### src/rtl/deserializer_pkg.sv
// rtl/deserializer_pkg.sv - shared FSM encoding and frame sizing helpers for the deserializer
// Frame length depends on DESERIALIZER_PARITY_CHECK_EN.
package deserializer_pkg;

    typedef enum logic {
        ST_IDLE  = 1'b0,
        ST_SHIFT = 1'b1
    } state_e;

    // Serial bits per frame: data bits plus an optional trailing even-parity bit.
    function automatic int frame_len(input int data_width);
`ifdef DESERIALIZER_PARITY_CHECK_EN
        return data_width + 1;
`else
        return data_width;
`endif
    endfunction

    function automatic int cnt_width(input int frame_bits);
        return $clog2(frame_bits + 1);
    endfunction

endpackage

### src/rtl/deser_hold_reg.sv
// rtl/deser_hold_reg.sv - one-entry valid/ready holding register with overrun drop detection
module deser_hold_reg #(
    parameter int DATA_WIDTH = 8
) (
    input  logic                  clock,
    input  logic                  reset,
    input  logic                  load,
    input  logic [DATA_WIDTH-1:0] word,
    input  logic                  perr,
    input  logic                  ready,
    input  logic                  clr,
    output logic [DATA_WIDTH-1:0] data_out,
    output logic                  data_valid,
    output logic                  parity_err,
    output logic                  drop
);

    logic [DATA_WIDTH-1:0] data_q;
    logic                  valid_q;
    logic                  perr_q;
    logic                  accept;

    // A new word fits if the slot is empty or the current word leaves this cycle.
    assign accept = load && (!valid_q || ready);
    assign drop   = load && valid_q && !ready;

    always_ff @(posedge clock or negedge reset) begin
        if (!reset) begin
            data_q  <= '0;
            valid_q <= 1'b0;
            perr_q  <= 1'b0;
        end else begin
            if (accept) begin
                data_q  <= word;
                valid_q <= 1'b1;
                perr_q  <= perr;
            end else begin
                if (valid_q && ready) begin
                    valid_q <= 1'b0;
                end
                if (clr) begin
                    perr_q <= 1'b0;
                end
            end
        end
    end

    assign data_out   = data_q;
    assign data_valid = valid_q;
    assign parity_err = perr_q;

endmodule

### src/rtl/deserializer.sv
// rtl/deserializer.sv - MSB-first serial-to-parallel receiver with sticky framing/overrun flags
// Optional parity checking is enabled with DESERIALIZER_PARITY_CHECK_EN.
module deserializer
    import deserializer_pkg::*;
#(
    parameter int DATA_WIDTH = 8
) (
    input  logic                  clock,
    input  logic                  reset,
    input  logic                  serial_in,
    input  logic                  serial_valid,
    output logic [DATA_WIDTH-1:0] data_out,
    output logic                  data_valid,
    input  logic                  data_ready,
    output logic                  frame_err,
    output logic                  overrun,
    input  logic                  flags_clr,
    output logic                  parity_err
);

    localparam int FRAME_LEN = frame_len(DATA_WIDTH);
    localparam int CW        = cnt_width(FRAME_LEN);

    state_e                state_q;
    logic [CW-1:0]         cnt_q;
    logic [DATA_WIDTH-1:0] shift_q;
    logic [DATA_WIDTH-1:0] shift_d;
    logic                  frame_err_q;
    logic                  overrun_q;

    logic                  last_bit;
    logic                  shift_en;
    logic                  gap;
    logic                  drop;
    logic [DATA_WIDTH-1:0] word;
    logic                  word_perr;

    generate
        if (DATA_WIDTH == 1) begin : g_shift_one
            assign shift_d = serial_in;
        end else begin : g_shift_wide
            assign shift_d = {shift_q[DATA_WIDTH-2:0], serial_in};
        end
    endgenerate

    assign last_bit = serial_valid && (cnt_q == CW'(FRAME_LEN - 1));
    // Only data bits enter the shift register; a trailing parity bit is checked, not stored.
    assign shift_en = serial_valid && (cnt_q < CW'(DATA_WIDTH));
    assign gap      = (state_q == ST_SHIFT) && !serial_valid;

`ifdef DESERIALIZER_PARITY_CHECK_EN
    assign word      = shift_q;
    assign word_perr = ^{shift_q, serial_in};
`else
    assign word      = shift_d;
    assign word_perr = 1'b0;
`endif

    always_ff @(posedge clock or negedge reset) begin
        if (!reset) begin
            state_q     <= ST_IDLE;
            cnt_q       <= '0;
            shift_q     <= '0;
            frame_err_q <= 1'b0;
            overrun_q   <= 1'b0;
        end else begin
            if (shift_en) begin
                shift_q <= shift_d;
            end
            case (state_q)
                ST_IDLE: begin
                    if (serial_valid) begin
                        if (last_bit) begin
                            cnt_q <= '0;
                        end else begin
                            cnt_q   <= CW'(1);
                            state_q <= ST_SHIFT;
                        end
                    end
                end
                ST_SHIFT: begin
                    if (!serial_valid || last_bit) begin
                        cnt_q   <= '0;
                        state_q <= ST_IDLE;
                    end else begin
                        cnt_q <= cnt_q + CW'(1);
                    end
                end
                default: begin
                    cnt_q   <= '0;
                    state_q <= ST_IDLE;
                end
            endcase
            // Set has priority over a coincident clear.
            frame_err_q <= gap  || (frame_err_q && !flags_clr);
            overrun_q   <= drop || (overrun_q   && !flags_clr);
        end
    end

    deser_hold_reg #(
        .DATA_WIDTH (DATA_WIDTH)
    ) u_hold (
        .clock      (clock),
        .reset      (reset),
        .load       (last_bit),
        .word       (word),
        .perr       (word_perr),
        .ready      (data_ready),
        .clr        (flags_clr),
        .data_out   (data_out),
        .data_valid (data_valid),
        .parity_err (parity_err),
        .drop       (drop)
    );

    assign frame_err = frame_err_q;
    assign overrun   = overrun_q;

endmodule

### config.mk
export PLATFORM = sky130hd
export DESIGN_NAME = deserializer
export DESIGN_NICKNAME = d
export VERILOG_FILES = /design/src/rtl/deserializer_pkg.sv /design/src/rtl/deser_hold_reg.sv /design/src/rtl/deserializer.sv
export SDC_FILE = /design/constraint.sdc
export NUM_CORES = 1
export LEC_CHECK = 0
export ABC_AREA = 1
export ABC_CLOCK_PERIOD_IN_PS = 1100
export CAP_MARGIN = 20
export CORE_MARGIN = 1
export CORE_UTILIZATION = 45
export DETAILED_ROUTE_END_ITERATION = 10
export GPL_TIMING_DRIVEN = 1
export HOLD_SLACK_MARGIN = 0.05
export PLACE_DENSITY = 0.73
export SLEW_MARGIN = 10
export SYNTH_ARGS = -nofsm -noshare
export SYNTH_HDL_FRONTEND = slang
export SYNTH_SLANG_ARGS = --single-unit
### constraint.sdc
create_clock -name clock -period 1.1 [get_ports clock]
set_input_delay 0.11 -clock clock [delete_from_list [all_inputs] [get_ports clock]]
set_output_delay 0.11 -clock clock [all_outputs]
set_load 0.01 [all_outputs]
==> summary.txt, run 1 <==
Setup path
  – Critical Path Source Type: flip-flop
  – WP data arrival: 1.36 ns
  – Setup crit start: cnt_q[0]$_DFFE_PN0P_
  – CP endpoint kind: flip-flop
  – Crit Reg-Reg Startpoint: cnt_q[0]$_DFFE_PN0P_
  – CP Max Fanout: 8
  – Worst endpoint required time: roughly 1.3 ns
  – CP Class: reg2reg
  – Worst R2R Setup Slack: -0.04 ns

Run
  – Max-Cap Viols: 0

Timing
  – Slew Viols, Final: 0
  – Final setup fails: 8
  – Fmax: just under 900 MHz
  – Minimum clock period: 1.14 ns
  – Final period util: 104%
  – Skew final: approximately 0.0055 ns
  – Final WS setup: -0.0401 ns
  – Fin. Hold Viols: 0
  – RSZ-0062 raised after global routing: true
  – Hold_ws: ~0.13 ns

Yosys
  – Netlist Area Pre-Place: a little under 1000 um^2
  – Gate Count Post-Synth: 110
  – Seq/Total Area, Yosys: 58.3%
  – Synthesized flop and latch total: 23
  – Syn Nets: between 100 and 150
  – Synth warn: 0
  – Synth cell types: 17
  – Average cell area after synthesis: between 8 and 9 um^2

Floorplan
  – Cell row count: 16
  – I/O Pins: 18
  – Die height: approximately 49 um
  – Initial Util: between 40% and 50%
  – Die width: roughly 50 um
  – CORE AREA: roughly 2000 um^2
  – Die area: around 2400 um^2

CTS
  – Clk_lat worst skew: just over 0.3 ns
  – Max H-tree Level: 1
  – TritonCTS Buffers: 3
  – CTS tree: built
  – CTS hold repair buffers: 0
  – Clock buffer depth: 2
  – CTS Sinks: 23
  – Clock transition at path regs: around 0.12 ns
  – CTS root buf: clkbuf_4

Global routing
  – GR Util met1: 23.4%
  – Initial antenna violation count: 0
  – First-pass GRT wire length: about 3400 um
  – Met3 Usage GRT: 4.05%
  – Grt total ovfl: 0
  – GR peak layer: met2
  – Tot GR Track Use: between 10% and 20%
  – GRT met2 Usage: between 20 and 30%
  – Largest net degree at the start of global routing: 24
  – Vias in the first global route: about 800

Worst hold path
  – Hold crit path type: in2async

Place
  – IO buf count: 16
  – Post-DP HPWL: 1330 um
  – GP Congestion: 0.866

Drt
  – Drt first pass iters: 4
  – Post-route DRC violation count: 0
  – Vias per inst: about 4.8
  – Initial detailed-routing violation count: 13
  – DR WL/cell: 11.0 um
  – Routed Antenna Nets: 0
  – Routed vias: about 800
  – Final WL: 1860 um

Power
  – Pwr/cell area: 1150 nW/um^2
  – Pleak: about 0.73 nW
  – Total power draw: 1.55 mW
  – VDD IR-drop max: roughly 740 uV

Status
  – Failing checks: negative setup slack
  – Status: finished, violations left

Layout
  – Nets: 150
  – Diode count: 0
  – Post-layout util: between 60% and 70%
  – Syn-to-layout area delta: 37.1%
  – Share of cells above drive strength 1: roughly a fifth
==> registers in the layout, indices dropped and copies added, names as in the netlist <==
| name | count |
|---|---|
| u_hold.data_out | 8 |
| u_hold.data_valid | 1 |
| shift_q | 7 |
| cnt_q | 4 |
| overrun | 1 |
| state_q | 1 |
| frame_err | 1 |
==> synth_stat cells, drive strengths merged <==
cell,n,area share [%]
nand2,44,19
conb,1,0.38
inv,8,3.0
nor2,7,4.3
buf,3,2.0
dfrtp,23,58
nand3,15,7.6
nand4,2,1.3
ha,1,1.3
o21ai,2,1.0
o22ai,2,1.3
a21oi,2,1.0
==> routing by layer <==
| metal | wire length [um] | up-vias |
|---|---|---|
| met5 | 0 | - |
| met4 | 20 | 0 |
| met3 | 64 | 2 |
| met2 | 883 | 16 |
| met1 | 891 | 371 |
| li1 | - | 414 |
==> what timing repair did <==
action                                  in CTS  in global routing
pin swaps                                    1                  2
setup buffers                                3                  3
gates resized for setup                     23                  1
endpoints found under the setup margin      19                 12
cloned                                       0                  0
==> cells in the final DEF (no fill, tap or decap), drive strengths merged <==
cell / Yosys / layout
a21oi: 2 / 2
buf: 3 / 15
clkbuf: 0 / 4
clkdlybuf4s15: 0 / 10
clkdlybuf4s50: 0 / 5
clkinv: 0 / 1
conb: 1 / 1
dfrtp: 23 / 23
ha: 1 / 1
inv: 8 / 8
nand2: 44 / 44
nand3: 15 / 15
nand4: 2 / 2
nor2: 7 / 7
o21ai: 2 / 2
o22ai: 2 / 2
==> cell type report <==
type	count	area, um^2
clock inverters	1	5.00
inverters	8	30.0
fillers	176	648
repair buffers	31	305
multi-input cells	76	382
well taps	27	33.8
flip-flops and latches	23	576
clock buffers	3	22.5
==> per-stage QoR <==
step	instances	setup TNS [ns]	setup WS, ns	cell area, um^2
floorplan	110	0	0.0176	1000
global placement	159	-2.07	-0.164	1270
detailed placement	159	-2.26	-0.167	1270
CTS	166	-0.244	-0.0394	1340
global route	169	-0.939	-0.106	1350
finish	169	-0.275	-0.0401	1350
==> critical path, stage by stage (launching register included) <==
cell and delay (ns):
dfrtp_1 0.42, ha_4 0.17, nand2_4 0.08, nor2_8 0.16, nand2_4 0.10, nand2_1 0.08
nand2_1 0.05
==> final timing paths <==
path                            cells past startpoint                        endpoint
worst max-delay path                                6  u_hold.data_out[0]$_DFFE_PN0P_
worst min-delay path                                2  u_hold.data_out[0]$_DFFE_PN0P_
worst max register to register                      6  u_hold.data_out[0]$_DFFE_PN0P_
worst min register to register                      2  u_hold.data_out[2]$_DFFE_PN0P_
max in group asynchronous                           2            cnt_q[1]$_DFFE_PN0P_
min in group clock                                  2               overrun$_DFF_PN0_
==> logic make-up (layout without fill, tap and decap cells) <==
family	count (synthesis)	after routing	share of synthesized area [%]
compound gates	6	6	3.30
fa+ha+maj	1	1	1.27
flops	23	23	58.3
other cells	1	1	0.380
buf+inv	11	43	5.07
simple gates	68	68	31.7
==> power by group <==
group | switching (mW) | leakage [nW] | internal, mW | total [mW]
Sequential | 0.0466 | 0.303 | 0.905 | 0.952
Clock | 0.249 | 0.0177 | 0.136 | 0.385
Combinational | 0.107 | 0.414 | 0.108 | 0.215
Power figures use the tool's default switching activity.
==> run 2: changes to the inputs <==
--- a/config.mk
+++ b/config.mk
@@ -6,7 +6,7 @@
 export NUM_CORES = 1
 export LEC_CHECK = 0
 export ABC_AREA = 1
-export ABC_CLOCK_PERIOD_IN_PS = 1100
+export ABC_CLOCK_PERIOD_IN_PS = 1000
 export CAP_MARGIN = 20
 export CORE_MARGIN = 1
 export CORE_UTILIZATION = 45
==> constraint.sdc (replaced) <==
create_clock -name clock -period 1 [get_ports clock]
set_input_delay 0.1 -clock clock [delete_from_list [all_inputs] [get_ports clock]]
set_output_delay 0.1 -clock clock [all_outputs]
set_load 0.01 [all_outputs]
==> run 2 against run 1 <==
Against the previous run: the flow still finishes with violations (negative setup slack); power grew 14%; critical path depth is the same; sequential cell count is the same; clock skew is essentially flat; non-clock buffer count grew 5; sequential share of layout area shrank 0.23 points; combinational power grew 23%; setup slack lost 0.10 ns; clock power grew 16%; critical endpoint unchanged.
==> summary.txt, run 2 (synthesis results as in run 1) <==
Status
  – Status: finished, violations left (unchanged)
  – Failing checks: negative setup slack (unchanged)

Floorplan
  – Initial Util: 49.3% (unchanged)
  – Die width: 48.8 um (unchanged)
  – CORE AREA: 2000 um^2 (unchanged)
  – I/O Pins: 18 (unchanged)
  – Die area: 2380 um^2 (unchanged)
  – Die height: 48.8 um (unchanged)
  – Cell row count: 16 (unchanged)

Run
  – Max-Cap Viols: 0 (unchanged)

Drt
  – Final WL: 2240 um (was 1860 um)
  – Drt first pass iters: 4 (unchanged)
  – Routed Antenna Nets: 0 (unchanged)
  – Vias per inst: 5.01 (was 4.75)
  – Initial detailed-routing violation count: 25 (was 13)
  – Routed vias: 876 (was 803)
  – Post-route DRC violation count: 0 (unchanged)
  – DR WL/cell: 12.8 um (was 11.0 um)

Timing
  – Hold_ws: 0.101 ns (was 0.134 ns)
  – Fmax: 874 MHz (was 877 MHz)
  – Final setup fails: 15 (was 8)
  – Final WS setup: -0.144 ns (was -0.0401 ns)
  – Slew Viols, Final: 0 (unchanged)
  – Skew final: 0.00531 ns (was 0.00546 ns)
  – Minimum clock period: 1.14 ns (about the same)
  – RSZ-0062 raised after global routing: true (unchanged)
  – Final period util: 114% (was 104%)
  – Fin. Hold Viols: 0 (unchanged)

Global routing
  – Tot GR Track Use: 19.8% (was 18.4%)
  – Grt total ovfl: 0 (unchanged)
  – Largest net degree at the start of global routing: 24 (unchanged)
  – Vias in the first global route: 804 (was 801)
  – Initial antenna violation count: 0 (unchanged)
  – First-pass GRT wire length: 3550 um (was 3360 um)

Setup path
  – CP endpoint kind: flip-flop (unchanged)
  – WP data arrival: 1.38 ns (was 1.36 ns)
  – CP Class: reg2reg (unchanged)
  – Crit Reg-Reg Startpoint: cnt_q[0]$_DFFE_PN0P_ (unchanged)
  – Setup crit start: cnt_q[0]$_DFFE_PN0P_ (unchanged)
  – Critical Path Source Type: flip-flop (unchanged)
  – Worst endpoint required time: 1.23 ns (was 1.32 ns)
  – CP Max Fanout: 8 (unchanged)

Place
  – IO buf count: 16 (unchanged)
  – Post-DP HPWL: 1480 um (was 1330 um)
  – GP Congestion: 0.827 (was 0.866)
  – Setup WS pre-CTS: -0.263 ns (was -0.167 ns)

Layout
  – Syn-to-layout area delta: 37.9% (was 37.1%)
  – Nets: 156 (was 150)
  – Post-layout util: 68.0% (was 67.6%)
  – Share of cells above drive strength 1: 35.1% (was 20.4%)
  – Diode count: 0 (unchanged)
  – Register Area: 576 um^2 (unchanged)
  – Most common cell after layout, fill and taps aside: nand2_1 (unchanged)
  – Area taken by multi-input logic gates: 425 um^2 (was 382 um^2)
  – Largest register FFs: 8 (unchanged)
  – Most frequent cells in the layout: 40 x nand2_1, 23 x dfrtp_1, 17 x buf_4, 13 x nand3_1, 12 x buf_2 (was 40 x nand2_1, 23 x dfrtp_1, 15 x nand3_1, 12 x buf_4, 10 x clkdlybuf4s15_1)
  – Fillers: 170 (was 176)

CTS
  – Clock buffer depth: 2 (unchanged)
  – Clock transition at path regs: 0.13 ns (was 0.12 ns)
  – CTS Sinks: 23 (unchanged)
  – CTS root buf: clkbuf_4 (unchanged)
  – TritonCTS Buffers: 3 (unchanged)
  – CTS hold repair buffers: 0 (unchanged)
  – CTS tree: built (unchanged)
  – Clk_lat worst skew: 0.33 ns (was 0.31 ns)
  – Max H-tree Level: 1 (unchanged)

Power
  – Pwr/cell area: 1300 nW/um^2 (was 1150 nW/um^2)
  – VDD IR-drop max: 1110 uV (was 743 uV)
  – Pleak: 0.750 nW (was 0.735 nW)

Worst hold path
  – Hold crit path type: in2async (unchanged)
[run 2: through the flow]
| step | cells | total power, mW | area (um^2) | TNS, ns |
|---|---|---|---|---|
| floorplan | 110 | 1.17 | 1000 | -0.715 |
| global placement | 163 | 1.30 | 1290 | -3.94 |
| detailed placement | 163 | 1.31 | 1290 | -4.42 |
| CTS | 172 | 1.73 | 1300 | -1.46 |
| global route | 175 | 1.84 | 1360 | -2.56 |
| finish | 175 | 1.76 | 1360 | -1.76 |
[run 2: worst paths after layout]
| check | cells after the start | end | slack [ns] |
|---|---|---|---|
| worst min-delay path | 2 | u_hold.data_out[6]$_DFFE_PN0P_ | 0.10 |
| min in group clock | 2 | overrun$_DFF_PN0_ | 0.38 |
| max in group asynchronous | 2 | u_hold.data_out[4]$_DFFE_PN0P_ | 0.76 |
| worst min register to register | 2 | u_hold.data_out[2]$_DFFE_PN0P_ | 0.48 |
| worst max register to register | 6 | u_hold.data_out[0]$_DFFE_PN0P_ | -0.14 |
| worst max-delay path | 6 | u_hold.data_out[0]$_DFFE_PN0P_ | -0.14 |
[run 2: area by class of cell]
type | count | area share [%]
Sequential cell | 23 | 42.3
Multi-Input combinational cell | 77 | 31.2
Timing Repair Buffer | 36 | 19.8
Tap cell | 27 | 2.48
Inverter | 8 | 2.21
Clock buffer | 3 | 1.65
Clock inverter | 1 | 0.368
[run 2: critical path, stage by stage (launching register included)]
cell     delay, ns
dfrtp_1       0.43
ha_4          0.19
nand2_8       0.08
nor2_8        0.13
nand2_4       0.09
nand2_1       0.06
nand2_1       0.05
[run 2: layer usage]
layer / vias up / track usage [%] / wire [um]
met5: - / 0 / 0
met4: 0 / 7.35 / 33
met3: 2 / 2.80 / 86
met2: 25 / 35.4 / 1170
met1: 424 / 24.1 / 952
li1: 425 / - / -
[run 2: report_power, final]
part           leakage (nW)  switching (mW)  internal, mW
registers             0.303          0.0573         0.995
clock network        0.0177           0.296         0.151
logic                 0.429           0.138         0.125
[run 2: repair_timing]
item | in CTS | in global routing
gates resized for setup | 44 | 10
pin swaps | 1 | 7
setup buffers | 4 | 2
setup endpoints to repair | 22 | 19
hold endpoints to repair | 0 | 0
gates cloned | 1 | 1
